$ cat src/rtl/ecc32_encoder.sv
// Two-stage streaming SEC check-bit encoder with optional single-bit fault injection.
// S1 captures the word and its nibble parities; S2 forms c0..c7, applies injection, drives the outputs.
module ecc32_encoder #(
  parameter int CNT_W = 16
) (
  input  logic             clk,
  input  logic             rst_n,
  input  logic             in_valid,
  output logic             in_ready,
  input  logic [31:0]      in_data,
  input  logic             inj_en,
  input  logic [5:0]       inj_idx,
  output logic             out_valid,
  input  logic             out_ready,
  output logic [31:0]      out_data,
  output logic [7:0]       out_check,
  output logic [CNT_W-1:0] word_cnt
);

  logic        s1_valid;
  logic [31:0] s1_data;
  logic        s1_inj_en;
  logic [5:0]  s1_inj_idx;
  logic [7:0]  s1_nib;

  logic        s2_load;
  logic        s1_adv;
  logic        in_fire;
  logic        out_fire;

  logic [7:0]  nib_par;
  logic [3:0]  lo_col;
  logic [3:0]  hi_col;
  logic [7:0]  chk;
  logic [39:0] flip;
  logic [39:0] cw;

  // S2 frees up whenever it is empty or its word leaves; in_ready never looks at in_valid.
  assign out_fire = out_valid && out_ready;
  assign s2_load  = !out_valid || out_ready;
  assign s1_adv   = s1_valid && s2_load;
  assign in_ready = !s1_valid || s2_load;
  assign in_fire  = in_valid && in_ready;

  // NOTE: every always_comb output gets a default first so no path can infer a latch.
  always_comb begin
    nib_par = '0;
    for (int n = 0; n < 8; n++) nib_par[n] = ^in_data[4*n +: 4];
  end

  // Column parities: bit j of every nibble in the low and high halves.
  always_comb begin
    lo_col = '0;
    hi_col = '0;
    for (int j = 0; j < 4; j++) begin
      lo_col[j] = s1_data[j] ^ s1_data[4+j] ^ s1_data[8+j] ^ s1_data[12+j];
      hi_col[j] = s1_data[16+j] ^ s1_data[20+j] ^ s1_data[24+j] ^ s1_data[28+j];
    end
  end

  always_comb begin
    chk[0] = lo_col[0] ^ s1_nib[4] ^ s1_nib[5];
    chk[1] = lo_col[1] ^ s1_nib[6] ^ s1_nib[7];
    chk[2] = lo_col[2] ^ s1_nib[4] ^ s1_nib[6];
    chk[3] = lo_col[3] ^ s1_nib[5] ^ s1_nib[7];
    chk[4] = s1_nib[0] ^ s1_nib[1] ^ hi_col[0];
    chk[5] = s1_nib[2] ^ s1_nib[3] ^ hi_col[1];
    chk[6] = s1_nib[0] ^ s1_nib[2] ^ hi_col[2];
    chk[7] = s1_nib[1] ^ s1_nib[3] ^ hi_col[3];
    flip   = (s1_inj_en && (s1_inj_idx < 6'd40)) ? (40'd1 << s1_inj_idx) : '0;
    cw     = {chk, s1_data} ^ flip;
  end

  // NOTE: sequential state uses non-blocking assignments so all registers update together.
  always_ff @(posedge clk or negedge rst_n) begin
    if (!rst_n) begin
      s1_valid   <= 1'b0;
      s1_data    <= '0;
      s1_inj_en  <= 1'b0;
      s1_inj_idx <= '0;
      s1_nib     <= '0;
    end else if (in_fire) begin
      s1_valid   <= 1'b1;
      s1_data    <= in_data;
      s1_inj_en  <= inj_en;
      s1_inj_idx <= inj_idx;
      s1_nib     <= nib_par;
    end else if (s1_adv) begin
      s1_valid   <= 1'b0;
    end
  end

  // Output payload only changes on a load with a word behind it, so it holds under back-pressure.
  always_ff @(posedge clk or negedge rst_n) begin
    if (!rst_n) begin
      out_valid <= 1'b0;
      out_data  <= '0;
      out_check <= '0;
    end else if (s2_load) begin
      out_valid <= s1_valid;
      if (s1_valid) begin
        out_data  <= cw[31:0];
        out_check <= cw[39:32];
      end
    end
  end

  always_ff @(posedge clk or negedge rst_n) begin
    if (!rst_n)        word_cnt <= '0;
    else if (out_fire) word_cnt <= word_cnt + CNT_W'(1);
  end

endmodule

$ cat config.mk
export PLATFORM = sky130hd
export DESIGN_NAME = ecc32_encoder
export DESIGN_NICKNAME = d
export VERILOG_FILES = /design/src/rtl/ecc32_encoder.sv
export SDC_FILE = /design/constraint.sdc
export NUM_CORES = 1
export LEC_CHECK = 0
export CORE_MARGIN = 4
export CORE_UTILIZATION = 56
export DETAILED_ROUTE_END_ITERATION = 6
export PLACE_DENSITY = 0.85
export SLEW_MARGIN = 40
export SYNTH_ARGS = -nofsm -noshare
export SYNTH_HDL_FRONTEND = slang
export SYNTH_SLANG_ARGS = --single-unit
$ cat constraint.sdc
create_clock -name clk -period 4.2 [get_ports clk]
set_clock_uncertainty 0.1 [all_clocks]
set_input_delay 1.05 -clock clk [delete_from_list [all_inputs] [get_ports clk]]
set_output_delay 1.05 -clock clk [all_outputs]
set_load 0.005 [all_outputs]
==> impl.org <==
** Critical path
- For this design, the slowest cell found on the critical path is clkdlybuf4s50_1.
- The setup path with the least slack is of type in2out.
- Ordered list of cells on the worst path :: clkdlybuf4s50_1 -> nand3b_1 -> clkdlybuf4s50_1
- At the worst endpoint, the arrival time is 2.33 ns.
- CP max stage delay :: about 0.55 ns
- CP Capture Type :: primary output
- The cell family contributing the most delay on the critical path is buffers and inverters.
- STA classifies the critical path startpoint as an input port.
- The critical path contains buffers and inverters numbering 2 combined.
- Critical path peak fanout :: 5
- STA puts the critical path data required time at between 3 and 4 ns.
- Most used cell along the critical path :: clkdlybuf4s50_1

** Clocking
- TritonCTS clock tree :: yes
- Clock transition at the register clock pins on the worst setup and hold paths after CTS :: roughly 0.1 ns
- The clock net in this run drives a total of 105 sinks.
- Total setup buffers inserted after CTS :: 0
- Number of gates resized after CTS :: 0
- The tree is rooted in a clkbuf_8.
- The H-tree generated during clock tree synthesis spans 3 levels.
- The longest clock path from root to sink contains 2 buffers.
- Clock latency on the worst-skew pair, taken at its later pin, is around 0.37 ns.
- Hold repair after CTS inserted 0 buffers.
- Clock tree synthesis inserted a total of 9 buffers.

** Routing
- Detailed-route DRC error count :: 0
- Dividing the detail-routed wire length by the instance count gives 16.9 µm.
- The count of nets left with antenna violations once routing finished came out at 0.
- Via density per instance :: about 5.4
- Number of iterations in the first detailed-routing pass :: 4
- The detailed router placed 3607 vias in this run.
- After detailed routing, the total wire length is around 11 mm.
- The first routing iteration left about 130 violations.

** Place
- The wire-length estimate of the detail-placed layout is 8.64 mm.
- Routability-driven placement finished with a final weighted congestion of 0.850.
- Count of buffers inserted at the top-level ports :: 100

** STA
- Min Clock Period, post-route :: 3.48 ns
- Headroom to the max-slew limit came out at between 50% and 60%.
- Unrepaired setup endpoints after global routing :: false
- For the pin with the worst max-slew slack, the measured transition is 0.660 ns.
- The number of max-slew violations in the final report is 0.
- Final setup violating endpoints :: 0
- Number of hold violations in the final report :: 0
- Final worst path period share :: 82.9%
- Total negative slack :: 0 ns
- Achievable clock frequency :: about 0.29 GHz

** Die
- Total die area :: about 11000 µm²
- Initial core utilization :: a little under 60%
- Row cnt :: 34
- Die height :: around 100 µm
- The floorplan step set the die width to 105 µm.
- approximately 100 I/O pins were placed.
- The floorplan step defined a core boundary enclosing between 8000 and 9000 µm².

** Power and ir drop
- Clock share of power :: between 20 and 25%
- VDD sags by at most around 240 µV.
- The share of total power dissipated in sequential elements is around 44%.
- Dividing total power by cell area gives a power density of roughly 500 nW/µm².
- The analysis attributes to net switching a power of 0.000962 W.
- Sw Ratio :: between 20 and 30%
- Int Pwr :: 0.00230 W
- Combinational share of power :: between 30% and 40%
- After layout, the design draws a total of 0.00326 W.
- In this run the static leakage power is between 2 and 3 nW.

** Yosys
- In this run, synthesis inferred 0 flip-flops with an integrated enable.
- Most frequent cell after synthesis :: dfrtp_1
- The most used flip-flop cell after synthesis is dfrtp_1.
- By area, the combinational part of the netlist is dominated by XOR/XNOR gates.
- Number of distinct library cells after synthesis :: 35
- After synthesis the cells add up to 5220 µm².
- FF+latch count, synth :: about 110
- During synthesis, Yosys emitted a total of 0 warnings.
- The biggest area contributor in the post-synthesis netlist is dfrtp_1.
- Avg Cell Area, Syn :: roughly 11 µm²
- Area share of the largest cell type after synthesis :: between 50% and 60%
- Gate Count Post-Synth :: 458
- Sorting the synthesized cells by how often they occur yields dfrtp_1 (105), xnor2_1 (85), nand2_1 (68), mux2_2 (40), o21ai_0 (39).
- Share of async-settable or async-resettable flops after synthesis :: between 90% and 100%
- Portion of netlist area occupied by mux cells :: 8.64%
- Of the total synthesized cell area, the portion taken by AND, OR, NAND and NOR gates is a little over an eighth.
- Sequential element share of the synthesized area :: 50.4%
- Xor and xnor area share after synthesis :: between 20% and 30%
- Synthesized-area fraction occupied by ao, oa, aoi and oai cells :: around 4.8%
- Dominant cells by area after synthesis :: dfrtp_1 (50%), xnor2_1 (14%), mux2_2 (8.6%)
- Post-synthesis share of cell area spent on full adders, half adders and majority gates :: 0.240%
- Post-synth net total :: approximately 500

** GRT
- Global routing used 21.4% of the available tracks across all layers.
- Wire length of the first global-routing pass :: between 15 and 20 mm
- Maximum number of pins on one net before global-route repair :: 87
- Initial antenna violation count :: 0
- The via count of the first global-routing pass is roughly 3600.
- Grt ovf :: 0

** Finish
- After filler insertion, the fill cell instance count of the layout stands at roughly 630.
- Antenna fix cells :: 0
- Area of the multi-input gates :: 2490 µm²
- Relative to the synthesized area, the layout overhead comes to 25.4%.
- Across the whole layout, storage elements account for ~2600 µm².
- In the final layout, the share of cells above drive strength 1 is approximately 14%.
- Final Net Count :: 600

** Flow run
- Across the run, the number of max-cap violations was 0.

** Status
- The run finished with clean final reports.

** Min path
- Classification of the worst-slack hold path :: reg2reg
-- kinds of logic after synthesis --
logic type / Yosys count
AOI/OAI and AO/OA: 48
xor gates and xnor gates: 111
adders and majority gates: 1
buffers and inverters: 19
DFF: 105
muxes: 40
and+or+nand+nor: 134
-- registers in the layout, summed over array words and instances (netlist names) --
register,cells
out_data,32
s1_data,32
word_cnt,16
out_check,8
s1_nib,8
s1_inj_idx,6
out_valid,1
s1_inj_en,1
s1_valid,1
-- metrics by stage --
step	hold WS (ns)	cell area (µm²)	utilization (%)	cells	worst slack (ns)
2_1_floorplan	0.357	5220	-	458	1.81
3_3_place_gp	0.362	6290	70.8	653	0.778
3_5_place_dp	0.370	6300	70.8	653	0.722
4_1_cts	0.392	6530	73.5	669	0.719
5_1_grt	0.412	6540	73.6	669	0.662
6_report	0.384	6540	73.6	669	0.719
-- worst paths after layout --
kind	startpoint	end	slack [ns]	cells past startpoint
min in group asynchronous	rst_n	word_cnt[3]	0.59	1
min	out_data[26]	out_data[26]	0.38	2
max reg2reg	out_valid	s1_data[11]	2.23	4
max in group asynchronous	rst_n	out_data[25]	2.66	2
min reg2reg	out_data[26]	out_data[26]	0.38	2
max	out_ready	in_ready	0.72	3
-- cells in the final DEF, fill, tap and decap left out, types with 2 or more instances in the layout --
master,n
mux2_2,40
bufinv_16,3
and4bb_2,2
nand3_1,11
xor2_1,18
nor3b_2,2
clkbuf_8,10
nand4_1,3
nand2b_1,3
o21ai_0,39
o21ai_2,2
nor2_1,20
nand2_1,67
nand4bb_1,3
nor2_2,4
xnor3_1,8
nor4b_2,2
clkdlybuf4s50_1,99
clkbuf_1,2
inv_1,2
o21ai_1,7
dfrtp_1,105
nor2b_1,3
buf_4,3
nand3b_1,4
xnor2_1,85
-- routing by layer --
metal | vias to the layer above | wire length [µm] | part of all wire, % | GRT usage [%]
met2 | 113 | 5490 | 49 | 34.5
met5 | - | 0 | 0 | 0
met3 | 16 | 747 | 6.6 | 3.41
met1 | 1751 | 4840 | 43 | 29.4
li1 | 1727 | - | - | -
met4 | 0 | 199 | 1.8 | 7.88
-- area by class of cell --
| type | count | share of cell area, % |
|---|---|---|
| Clock inverter | 5 | 1.59 |
| Inverter | 2 | 0.115 |
| Sequential cell | 105 | 40.2 |
| Clock buffer | 11 | 2.01 |
| Timing Repair Buffer | 104 | 16.0 |
| Multi-Input combinational cell | 334 | 38.0 |
| Tap cell | 108 | 2.07 |
-- power by group through the flow --
stage               clock, W  sequential (W)  combinational (W)
floorplan                  0         0.00141           0.000618
CTS                 0.000748         0.00143            0.00110
finish              0.000739         0.00143            0.00109
detailed placement         0         0.00145            0.00109
global route        0.000789         0.00147            0.00117
global placement           0         0.00144            0.00106
-- worst reg2reg max path: cells and delay by family, from the launching register on --
| family | cells | cell delay (ns) |
|---|---|---|
| mux | 1 | 0.36 |
| buf+inv | 1 | 0.27 |
| flops | 1 | 0.45 |
| simple gates | 2 | 0.66 |
(Power assumes the default switching activity.)
